[config.mk]
export PLATFORM = sky130hd
export DESIGN_NAME = ct_had_pcfifo_ctrl
export DESIGN_NICKNAME = d
export VERILOG_FILES = /design/src/rtl/ct_had_pcfifo_ctrl.sv
export SDC_FILE = /design/constraint.sdc
export NUM_CORES = 1
export LEC_CHECK = 0
export ABC_CLOCK_PERIOD_IN_PS = 1800
export CORE_UTILIZATION = 35
export DETAILED_ROUTE_END_ITERATION = 8
export GPL_TIMING_DRIVEN = 0
export HOLD_SLACK_MARGIN = 0.12
export PLACE_DENSITY = 0.77
export REMOVE_ABC_BUFFERS = 1
export SETUP_SLACK_MARGIN = 0.3
export SLEW_MARGIN = 15
export SYNTH_ARGS = -nofsm -noshare
export SYNTH_HDL_FRONTEND = slang
export SYNTH_SLANG_ARGS = --single-unit
[constraint.sdc]
create_clock -name cpuclk -period 1.8 [get_ports cpuclk]
set_clock_uncertainty 0.15 [all_clocks]
set_input_delay 0.27 -clock cpuclk [delete_from_list [all_inputs] [get_ports cpuclk]]
set_output_delay 0.27 -clock cpuclk [all_outputs]
set_load 0.1 [all_outputs]
[src/rtl/ct_had_pcfifo_ctrl.sv]
// ct_had_pcfifo_ctrl
//   Control stage in front of the HAD PC FIFO: write gating with a post-resume
//   mask, debugger read sequencing (pop, capture, ack) and an optional
//   occupancy counter.
//   Optional feature macro: CT_HAD_PCFIFO_CNT_EN (builds the occupancy counter;
//   when undefined pcfifo_cnt is tied to 0 and no counter flops exist).
//
//   state    | meaning
//   ---------+---------------------------------------------------------
//   ST_IDLE  | waiting for a debugger read request
//   ST_RD    | pop one FIFO entry (ren high for this cycle only)
//   ST_CAP   | FIFO output valid, captured into rd_data at end of cycle
//   ST_ACK   | read complete, ack high for one cycle
//   ST_ERR   | request outside debug mode, ack with zero data
module ct_had_pcfifo_ctrl #(
   parameter int DEPTH       = 16,
   parameter int CNT_WIDTH   = 5,
   parameter int RESUME_MASK = 2,
   parameter int DATAW       = 64
) (
   input  logic                 cpuclk,
   input  logic                 cpurst_b,
   input  logic                 had_trace_en,
   input  logic                 had_dbg_mode,
   input  logic                 rtu_had_xx_pcfifo_inst0_chgflow,
   input  logic                 rtu_had_xx_pcfifo_inst1_chgflow,
   input  logic                 rtu_had_xx_pcfifo_inst2_chgflow,
   input  logic                 regs_pcfifo_rd_req,
   input  logic [DATAW-1:0]     pcfifo_regs_data,
   output logic                 ctrl_pcfifo_wen,
   output logic                 ctrl_pcfifo_ren,
   output logic                 pcfifo_rd_ack,
   output logic [DATAW-1:0]     pcfifo_rd_data,
   output logic [CNT_WIDTH-1:0] pcfifo_cnt,
   output logic                 pcfifo_rd_busy
);

   typedef enum logic [2:0] {
      ST_IDLE = 3'd0,
      ST_RD   = 3'd1,
      ST_CAP  = 3'd2,
      ST_ACK  = 3'd3,
      ST_ERR  = 3'd4
   } state_t;

   state_t           state_q, state_d;
   logic             dbg_mode_q;
   logic [3:0]       mask_cnt_q, mask_cnt_d;
   logic [DATAW-1:0] rd_data_q, rd_data_d;
   logic             ren, ack;

   // The mask loads on the edge that sees the debug-mode fall, so it gates
   // the RESUME_MASK cycles that follow that edge.
   always_comb begin
      mask_cnt_d = mask_cnt_q;
      if (had_dbg_mode) begin
         mask_cnt_d = 4'd0;
      end else if (dbg_mode_q) begin
         mask_cnt_d = 4'(RESUME_MASK);
      end else if (mask_cnt_q != 4'd0) begin
         mask_cnt_d = mask_cnt_q - 4'd1;
      end
   end

   // Debug-mode history and resume mask registers.
   always_ff @(posedge cpuclk or negedge cpurst_b) begin
      if (!cpurst_b) begin
         dbg_mode_q <= 1'b0;
         mask_cnt_q <= 4'd0;
      end else begin
         dbg_mode_q <= had_dbg_mode;
         mask_cnt_q <= mask_cnt_d;
      end
   end

   assign ctrl_pcfifo_wen = had_trace_en & ~had_dbg_mode & (mask_cnt_q == 4'd0);

   // Read FSM next state, strobes and read-data selection.
   always_comb begin
      state_d   = state_q;
      rd_data_d = rd_data_q;
      ren       = 1'b0;
      ack       = 1'b0;
      case (state_q)
         ST_IDLE: begin
            if (regs_pcfifo_rd_req) begin
               if (had_dbg_mode) begin
                  state_d = ST_RD;
               end else begin
                  state_d   = ST_ERR;
                  rd_data_d = '0;
               end
            end
         end
         ST_RD: begin
            ren     = 1'b1;
            state_d = ST_CAP;
         end
         ST_CAP: begin
            rd_data_d = pcfifo_regs_data;
            state_d   = ST_ACK;
         end
         ST_ACK: begin
            ack     = 1'b1;
            state_d = ST_IDLE;
         end
         ST_ERR: begin
            ack     = 1'b1;
            state_d = ST_IDLE;
         end
         default: state_d = ST_IDLE;
      endcase
   end

   // Read FSM state and captured data registers.
   always_ff @(posedge cpuclk or negedge cpurst_b) begin
      if (!cpurst_b) begin
         state_q   <= ST_IDLE;
         rd_data_q <= '0;
      end else begin
         state_q   <= state_d;
         rd_data_q <= rd_data_d;
      end
   end

   assign ctrl_pcfifo_ren = ren;
   assign pcfifo_rd_ack   = ack;
   assign pcfifo_rd_data  = rd_data_q;
   assign pcfifo_rd_busy  = (state_q != ST_IDLE);

`ifdef CT_HAD_PCFIFO_CNT_EN
   logic [CNT_WIDTH-1:0] cnt_q, cnt_d;
   logic [CNT_WIDTH:0]   cnt_sum;
   logic [1:0]           inc;
   logic                 dec;

   // Saturating occupancy: sum is one bit wider so it cannot wrap before clamping.
   always_comb begin
      inc = 2'd0;
      if (ctrl_pcfifo_wen) begin
         inc = {1'b0, rtu_had_xx_pcfifo_inst0_chgflow}
             + {1'b0, rtu_had_xx_pcfifo_inst1_chgflow}
             + {1'b0, rtu_had_xx_pcfifo_inst2_chgflow};
      end
      dec     = ren & (cnt_q != '0);
      cnt_sum = {1'b0, cnt_q} + (CNT_WIDTH+1)'(inc) - (CNT_WIDTH+1)'(dec);
      if (cnt_sum > (CNT_WIDTH+1)'(DEPTH)) begin
         cnt_d = CNT_WIDTH'(DEPTH);
      end else begin
         cnt_d = cnt_sum[CNT_WIDTH-1:0];
      end
   end

   // Occupancy register.
   always_ff @(posedge cpuclk or negedge cpurst_b) begin
      if (!cpurst_b) begin
         cnt_q <= '0;
      end else begin
         cnt_q <= cnt_d;
      end
   end

   assign pcfifo_cnt = cnt_q;
`else
   logic cnt_unused;
   assign cnt_unused = rtu_had_xx_pcfifo_inst0_chgflow ^ rtu_had_xx_pcfifo_inst1_chgflow
                     ^ rtu_had_xx_pcfifo_inst2_chgflow;
   assign pcfifo_cnt = '0;
`endif

endmodule

; ---- Yosys cells after proc, flatten, opt, wreduce, memory -nomap -nowiden
; Index checks and enable logic that the tools add are counted.
[totals]
ff_bits = 72
latch_bits = 0
ramBits = 0
mem_bits_ro = 0
input_bits = 72
out_inout_bits = 73
elab_cells = 33
memories = 0
[classes]
n_addsub = 1
n_mul = 0
n_div = 0
magnitude_cmp = 0
n_eq_ne = 6
shift = 0
mux = 11
bitwise = 3
reduce_logical = 8
[ops]
columns = cell, n
row1 = two-way mux 64 bit, 2
row2 = one-hot mux 64 bit (2 select lines), 1
row3 = two-way mux 4 bit, 3
row4 = one-hot mux 3 bit (3 select lines), 1
row5 = "equality test 3 x 2 -> 1 bit, second input constant", 2
row6 = two-way mux 3 bit, 2
row7 = nonzero test 3 bit, 2
row8 = zero test 4 bit, 1
row9 = "!= test 2 bit, second input constant", 2
row10 = nonzero test 4 bit, 1
row11 = "subtractor 4 x 1 -> 4 bit, second input constant", 1
row12 = "equality test 3 x 1 -> 1 bit, second input constant", 1
row13 = "equality test 3 bit, second input constant", 1
row14 = zero test 3 bit, 1
row15 = AND reduction 3 bit, 1
row16 = bitwise AND 1 bit, 2
row17 = two-way mux 1 bit, 2
row18 = nonzero test 2 bit, 1
row19 = OR reduction 2 bit, 1
row20 = NOT 1 bit, 1

; ---- Depth between registers and ports, before layout
; Gate-level depths: netlist of run 1.
[depth]
ltp_word = 4
mapped_depth = 5
ltp_nobuf = 5

; ---- Least setup slack after synthesis of run 1
; No wires, ideal clock.
[synth_path]
kind = register -> register
startpoint = reg state_q[1]
endpoint = reg state_q[1]
arrival_ns = 2.951
required_time_ns = 1.574
slack_ns = -1.378
path_stages_with_launch = 3
path_buffers = 0
cell_sequence = dfrtp_1 nor3b_1 or2_1
[synth_between]
elab_chain_cells = 2
word_cells_on_any_way = 5
cone_classes = 3 x eq/ne / 1 x mux / 1 x reduce/logical
[synth_rtl]
columns = item, line
row1 = "start, declared", 46  ; state_t state_q, state_d;
row2 = "start signal, assigned", 121  ; state_q <= state_d;
row3 = equality test 3 x 2 -> 1 bit (tied with other cells), 84  ; case (state_q)
row4 = one-hot mux 3 bit (3 select lines) / != test 2 bit (equally long branches), -
; Several ways; a longest one is shown, not always the timed one.
; A chain may end at the register's enable or synchronous reset.

; ---- Worst setup path in the final report of run 1
[layout_path]
startpoint = reg mask_cnt_q[0]
endpoint = out ctrl_pcfifo_wen
[layout_between]
elab_chain_cells = 2
[layout_rtl]
columns = item, line
row1 = "start, declared", 48  ; logic [3:0] mask_cnt_q, mask_cnt_d;
row2 = "start signal, assigned", 72  ; mask_cnt_q <= mask_cnt_d;
row3 = zero test 4 bit, 76  ; assign ctrl_pcfifo_wen = had_trace_en & ~had_dbg_mode & (mask_cnt_q == 4'd0);
row4 = bitwise AND 1 bit, 76
row5 = "end, declared", 30  ; output logic ctrl_pcfifo_wen,
; Every way passes these cells.

==> results of run 1 <==
[cells in the mapped netlist (all sizes together)]
cell	instances	area (sq um)
a21oi	3	15.0
a22o	64	561
and2	1	8.76
and3b	1	8.76
buf	18	178
conb	1	3.75
dfrtp	72	1800
ha	2	25.0
inv	2	7.51
mux2i	1	10.0
nand2	1	3.75
nand2b	1	6.26
nor2	2	10.0
nor2b	2	12.5
nor3	4	20.0
nor3b	2	20.0
nor4	1	6.26
o21ai	1	16.3
o22ai	1	6.26
or2	2	12.5
or3	1	6.26
xnor2	2	17.5
[final cells by class]
type	count	area share, %
flip-flops and latches	72	37.9
inverters	2	0.157
repair buffers	171	35.6
well taps	99	2.60
clock buffers	12	3.25
clock inverters	3	0.367
multi-input cells	106	20.2
[sequential cells by signal, summed over array words and instances (netlist names)]
| signal | count |
|---|---|
| pcfifo_rd_data | 64 |
| mask_cnt_q | 4 |
| state_q | 3 |
| dbg_mode_q | 1 |
[layer usage]
metal | GRT usage, % | vias to the layer above
met3 | 7.49 | 8
met1 | 27.6 | 1201
met5 | 0 | -
li1 | - | 1056
met2 | 35.6 | 113
met4 | 7.93 | 0
[worst max-delay path: stages (launching register included)]
cell and delay (ns):
dfrtp_1 0.39, inv_2 0.08, ha_4 0.14, nor3b_4 0.18
and3b_2 0.23, buf_12 0.17
[logic make-up (layout without fill, tap and decap cells)]
group           Yosys count  in the layout  synth area share [%]
mux                       1              1                 0.363
compound gates           69             70                  21.7
buf+inv                  20            188                  6.72
xor+xnor                  2              2                 0.636
other cells               1              5                 0.136
flops                    72             72                  65.4
fa+ha+maj                 2              2                 0.908
simple gates             18             26                  4.18
[timing repair]
action,4_1_cts,5_1_grt
pin swaps,29,39
setup endpoints to repair,135,70
hold buffers,1,0
gates resized for setup,454,16
cloned,8,6
setup buffers,17,10
endpoints found under the hold margin,36,0
[worst paths after layout]
check,endpoint,slack [ns],cells after the start
worst max register to register,pcfifo_rd_data[10],0.13,7
min in group asynchronous,pcfifo_rd_data[53],0.28,2
worst min-delay path,dbg_mode_q,0.27,1
worst min register to register,pcfifo_rd_data[58],0.35,1
max in group asynchronous,state_q[1],0.65,3
worst max-delay path,ctrl_pcfifo_wen,-0.14,5
[through the flow]
stage	setup WS (ns)	utilization (%)
final	-0.136	64.0
after global routing	-0.219	64.0
after CTS	-0.140	60.7
after detailed placement	-0.925	55.3
after global placement	-2.04	54.8
after floorplan	-1.38	-
==> impl_metrics.json, run 1 <==
{
  "violations": "setup timing",
  "rsz0062_at_grt": "true",
  "crit_path_start": "mask_cnt_q[0]",
  "fin_crit_sh_pct": 108,
  "worstReg2RegStart": "state_q[0]",
  "drive_gt1_share_pct": 40.2,
  "tritoncts": "yes",
  "hold_viol_final": 0,
  "status": "complete, but fails checks",
  "die_width_um": 90.7,
  "finalMaxSlewViolations": 0,
  "cts_sinks": 72,
  "multi_input_area_sq_um": 962,
  "nets": 436,
  "end_kind": "output port",
  "grt_pass1_vias": 2438,
  "antenna_found_initial": 0,
  "numCtsBuffers": 9,
  "final_common_cell": "buf_4",
  "fin_area_sq_um": 4770,
  "start_kind": "flop",
  "synth.cell_area_sq_um": 2760,
  "vias_per_cell": 5.11,
  "criticalPathCategory": "flop to output port",
  "met2_length_mm": 4.59,
  "grt_max_degree": 38,
  "cp.arrival_ns": 1.52,
  "synth_seq_cells": 72,
  "area_growth_pct": 73.0,
  "route.vias.total": 2378,
  "initial_utilization_pct": 37.0,
  "htree_levels": 3,
  "die_h_um": 90.7,
  "insertion_delay_ns": 0.33,
  "drc": 0,
  "diodes": 0,
  "crit_path_max_fanout": 2,
  "critical_path_required_ns": 1.38,
  "min_path_type": "input port to flop",
  "grt_overflow": 0,
  "place_hpwl_mm": 4.59,
  "avgSynthCellArea_sq_um": 14.9,
  "setup_violations": 3,
  "fillers": 588,
  "rows": 31,
  "postSynthCellCount": 185,
  "finalWirelength_mm": 9.17,
  "grt_pass1_wl_mm": 13.7,
  "dp.cells": 408,
  "port_buffers": 136,
  "ys_seq_area_share_pct": 65.4,
  "synthDistinctLibCells": 27,
  "fin_ws_ns": -0.136,
  "top_layer_used": "met4",
  "cts_buffer_depth": 2,
  "ios": 145,
  "met3_length_um": 651,
  "hold_start": "had_dbg_mode",
  "holdWs_ns": 0.270,
  "fmaxAchievable_ghz": 0.517,
  "post_drt_wl_per_cell_um": 19.7,
  "yosys_warnings": 0,
  "dr.pass1.iters": 4,
  "tns_ns": -0.152,
  "gp_congestion": 0.757,
  "drtIter0Drc": 54,
  "coreArea_sq_um": 7450,
  "grt_usage_pct": 22.1,
  "seqCellArea_sq_um": 1810,
  "die_area_sq_um": 8230,
  "cts_root_buf": "clkbuf_8",
  "clk_pin_slew_worst_paths_ns": 0.06,
  "cap_violations": 0,
  "postRouteAntennaNets": 0,
  "placed_area_sq_um": 4120,
  "fin_cells": 465,
  "timing.final.crit_period_ns": 1.94,
  "most-common-layout-cells": "buf_4 (76), dfrtp_1 (69), clkdlybuf4s50_1 (65)",
  "wl_met1_mm": 3.82
}
Power of run 1 is left out: the tool's default activity adds up to more than one toggle a clock period on the data nets, which glitch-free logic cannot reach.
==> run 2: changes to the inputs <==
--- a/config.mk
+++ b/config.mk
@@ -13,7 +13,6 @@
 export PLACE_DENSITY = 0.77
 export REMOVE_ABC_BUFFERS = 1
 export SETUP_SLACK_MARGIN = 0.3
-export SLEW_MARGIN = 15
 export SYNTH_ARGS = -nofsm -noshare
 export SYNTH_HDL_FRONTEND = slang
 export SYNTH_SLANG_ARGS = --single-unit
==> impl_metrics.json, run 2 (synthesis gave the netlist of run 1 again) <==
{
  "insertion_delay_ns": 0.33,
  "finalMaxSlewViolations": 0,
  "diodes": 0,
  "hold_viol_final": 0,
  "vias_per_cell": 5.10,
  "finalWirelength_mm": 8.78,
  "cp_slowest_cell": "dfrtp_1",
  "status": "complete, but fails checks",
  "cts_buffer_depth": 2,
  "met3_length_um": 612,
  "die_area_sq_um": 8230,
  "rsz0062_at_grt": "true",
  "coreArea_sq_um": 7450,
  "grt_usage_pct": 21.8,
  "cap_violations": 0,
  "numCtsBuffers": 9,
  "fin_ws_ns": -0.144,
  "area_growth_pct": 69.1,
  "crit_path_max_fanout": 2,
  "antenna_found_initial": 0,
  "rows": 31,
  "cts_sinks": 72,
  "min_path_type": "input port to flop",
  "cts_root_buf": "clkbuf_8",
  "slew_headroom_pct": 56.5,
  "place_hpwl_mm": 4.39,
  "most-common-layout-cells": "buf_4 (74), dfrtp_1 (69), clkdlybuf4s50_1 (65)",
  "drive_gt1_share_pct": 38.5,
  "final_common_cell": "buf_4",
  "die_h_um": 90.7,
  "slowest_delay_ns": 0.39,
  "wl_met1_mm": 3.75,
  "grt_overflow": 0,
  "fin_crit_sh_pct": 108,
  "top_layer_used": "met4",
  "grt_pass1_wl_mm": 13.5,
  "timing.final.crit_period_ns": 1.94,
  "largest_reg_flops": 64,
  "path_cells": "inv_2 -> ha_4 -> nor3b_4 -> and3b_2 -> buf_12",
  "grt_pass1_vias": 2425,
  "fmaxAchievable_ghz": 0.514,
  "clk_pin_slew_worst_paths_ns": 0.07,
  "critical_path_required_ns": 1.38,
  "criticalPathCategory": "flop to output port",
  "setup_violations": 3,
  "route.vias.total": 2330,
  "start_kind": "flop",
  "gp_congestion": 0.757,
  "tritoncts": "yes",
  "drc": 0,
  "tightest_slew_ns": 0.652,
  "postRouteAntennaNets": 0,
  "grt_max_degree": 73,
  "ios": 145,
  "violations": "setup timing",
  "htree_levels": 3,
  "met2_length_mm": 4.30,
  "dr.pass1.iters": 4,
  "fin_util_pct": 62.6,
  "initial_utilization_pct": 37.0,
  "nets": 428,
  "port_buffers": 136,
  "drtIter0Drc": 53,
  "fillers": 599,
  "end_kind": "output port",
  "cp.arrival_ns": 1.52,
  "die_width_um": 90.7,
  "post_drt_wl_per_cell_um": 19.2
}
run 2: what timing repair did:
item,in CTS,in global routing
pin swaps,23,7
gates cloned,8,1
buffers inserted,19,6
resized for setup,457,12
setup endpoints to repair,133,138
hold buffers,1,0
endpoints found under the hold margin,72,0
run 2: per-stage QoR:
stage	setup TNS, ns	instance area, sq um	hold slack [ns]	setup slack [ns]	instances
6_report	-0.173	4660	0.270	-0.144	457
5_1_grt	-0.355	4660	0.263	-0.216	457
4_1_cts	-0.171	4560	0.216	-0.138	450
3_5_place_dp	-41.58	4100	0.305	-0.927	407
3_3_place_gp	-214.47	4080	0.327	-2.04	406
2_1_floorplan	-3.67	2590	-0.176	-1.38	171
run 2: final timing paths:
check                      cells past startpoint                from  slack, ns                 end
setup / recovery                               5       mask_cnt_q[1]      -0.14     ctrl_pcfifo_wen
hold / removal                                 1        had_dbg_mode       0.27          dbg_mode_q
setup reg to reg                               7          state_q[2]       0.14   pcfifo_rd_data[6]
hold reg to reg                                1  pcfifo_rd_data[58]       0.35  pcfifo_rd_data[58]
max in group asynchronous                      2            cpurst_b       0.67          state_q[1]
min in group asynchronous                      2            cpurst_b       0.35  pcfifo_rd_data[33]
run 2: worst max-delay path: cells and delay by family, from the launching register on:
kind                       cells  cell delay (ns)
DFF                            1             0.39
adders and majority gates      1             0.13
buffers and inverters          2             0.25
and+or+nand+nor                2             0.43
run 2: layout make-up:
class,count,area (sq um),share of cell area (%)
flip-flops and latches,72,1810,38.7
clock inverters,4,45.0,0.966
multi-input cells,104,942,20.2
repair buffers,165,1600,34.2
well taps,99,124,2.66
inverters,2,7.51,0.161
clock buffers,11,141,3.03
run 2: routing by layer:
layer / track usage (%) / vias to the layer above
met2: 34.5 / 110
met5: 0 / -
li1: - / 1033
met1: 28.3 / 1176
met4: 7.93 / 0
met3: 6.23 / 11
Power of run 2 is left out for the same reason.
==> run 3: changes to the inputs <==
--- a/config.mk
+++ b/config.mk
@@ -6,6 +6,7 @@
 export NUM_CORES = 1
 export LEC_CHECK = 0
 export ABC_CLOCK_PERIOD_IN_PS = 1800
+export CAP_MARGIN = 20
 export CORE_UTILIZATION = 35
 export DETAILED_ROUTE_END_ITERATION = 8
 export GPL_TIMING_DRIVEN = 0
==> results of run 3 <==
Final layout, timing and power as in run 2 (identical DEF).
Power of run 3 is left out for the same reason.
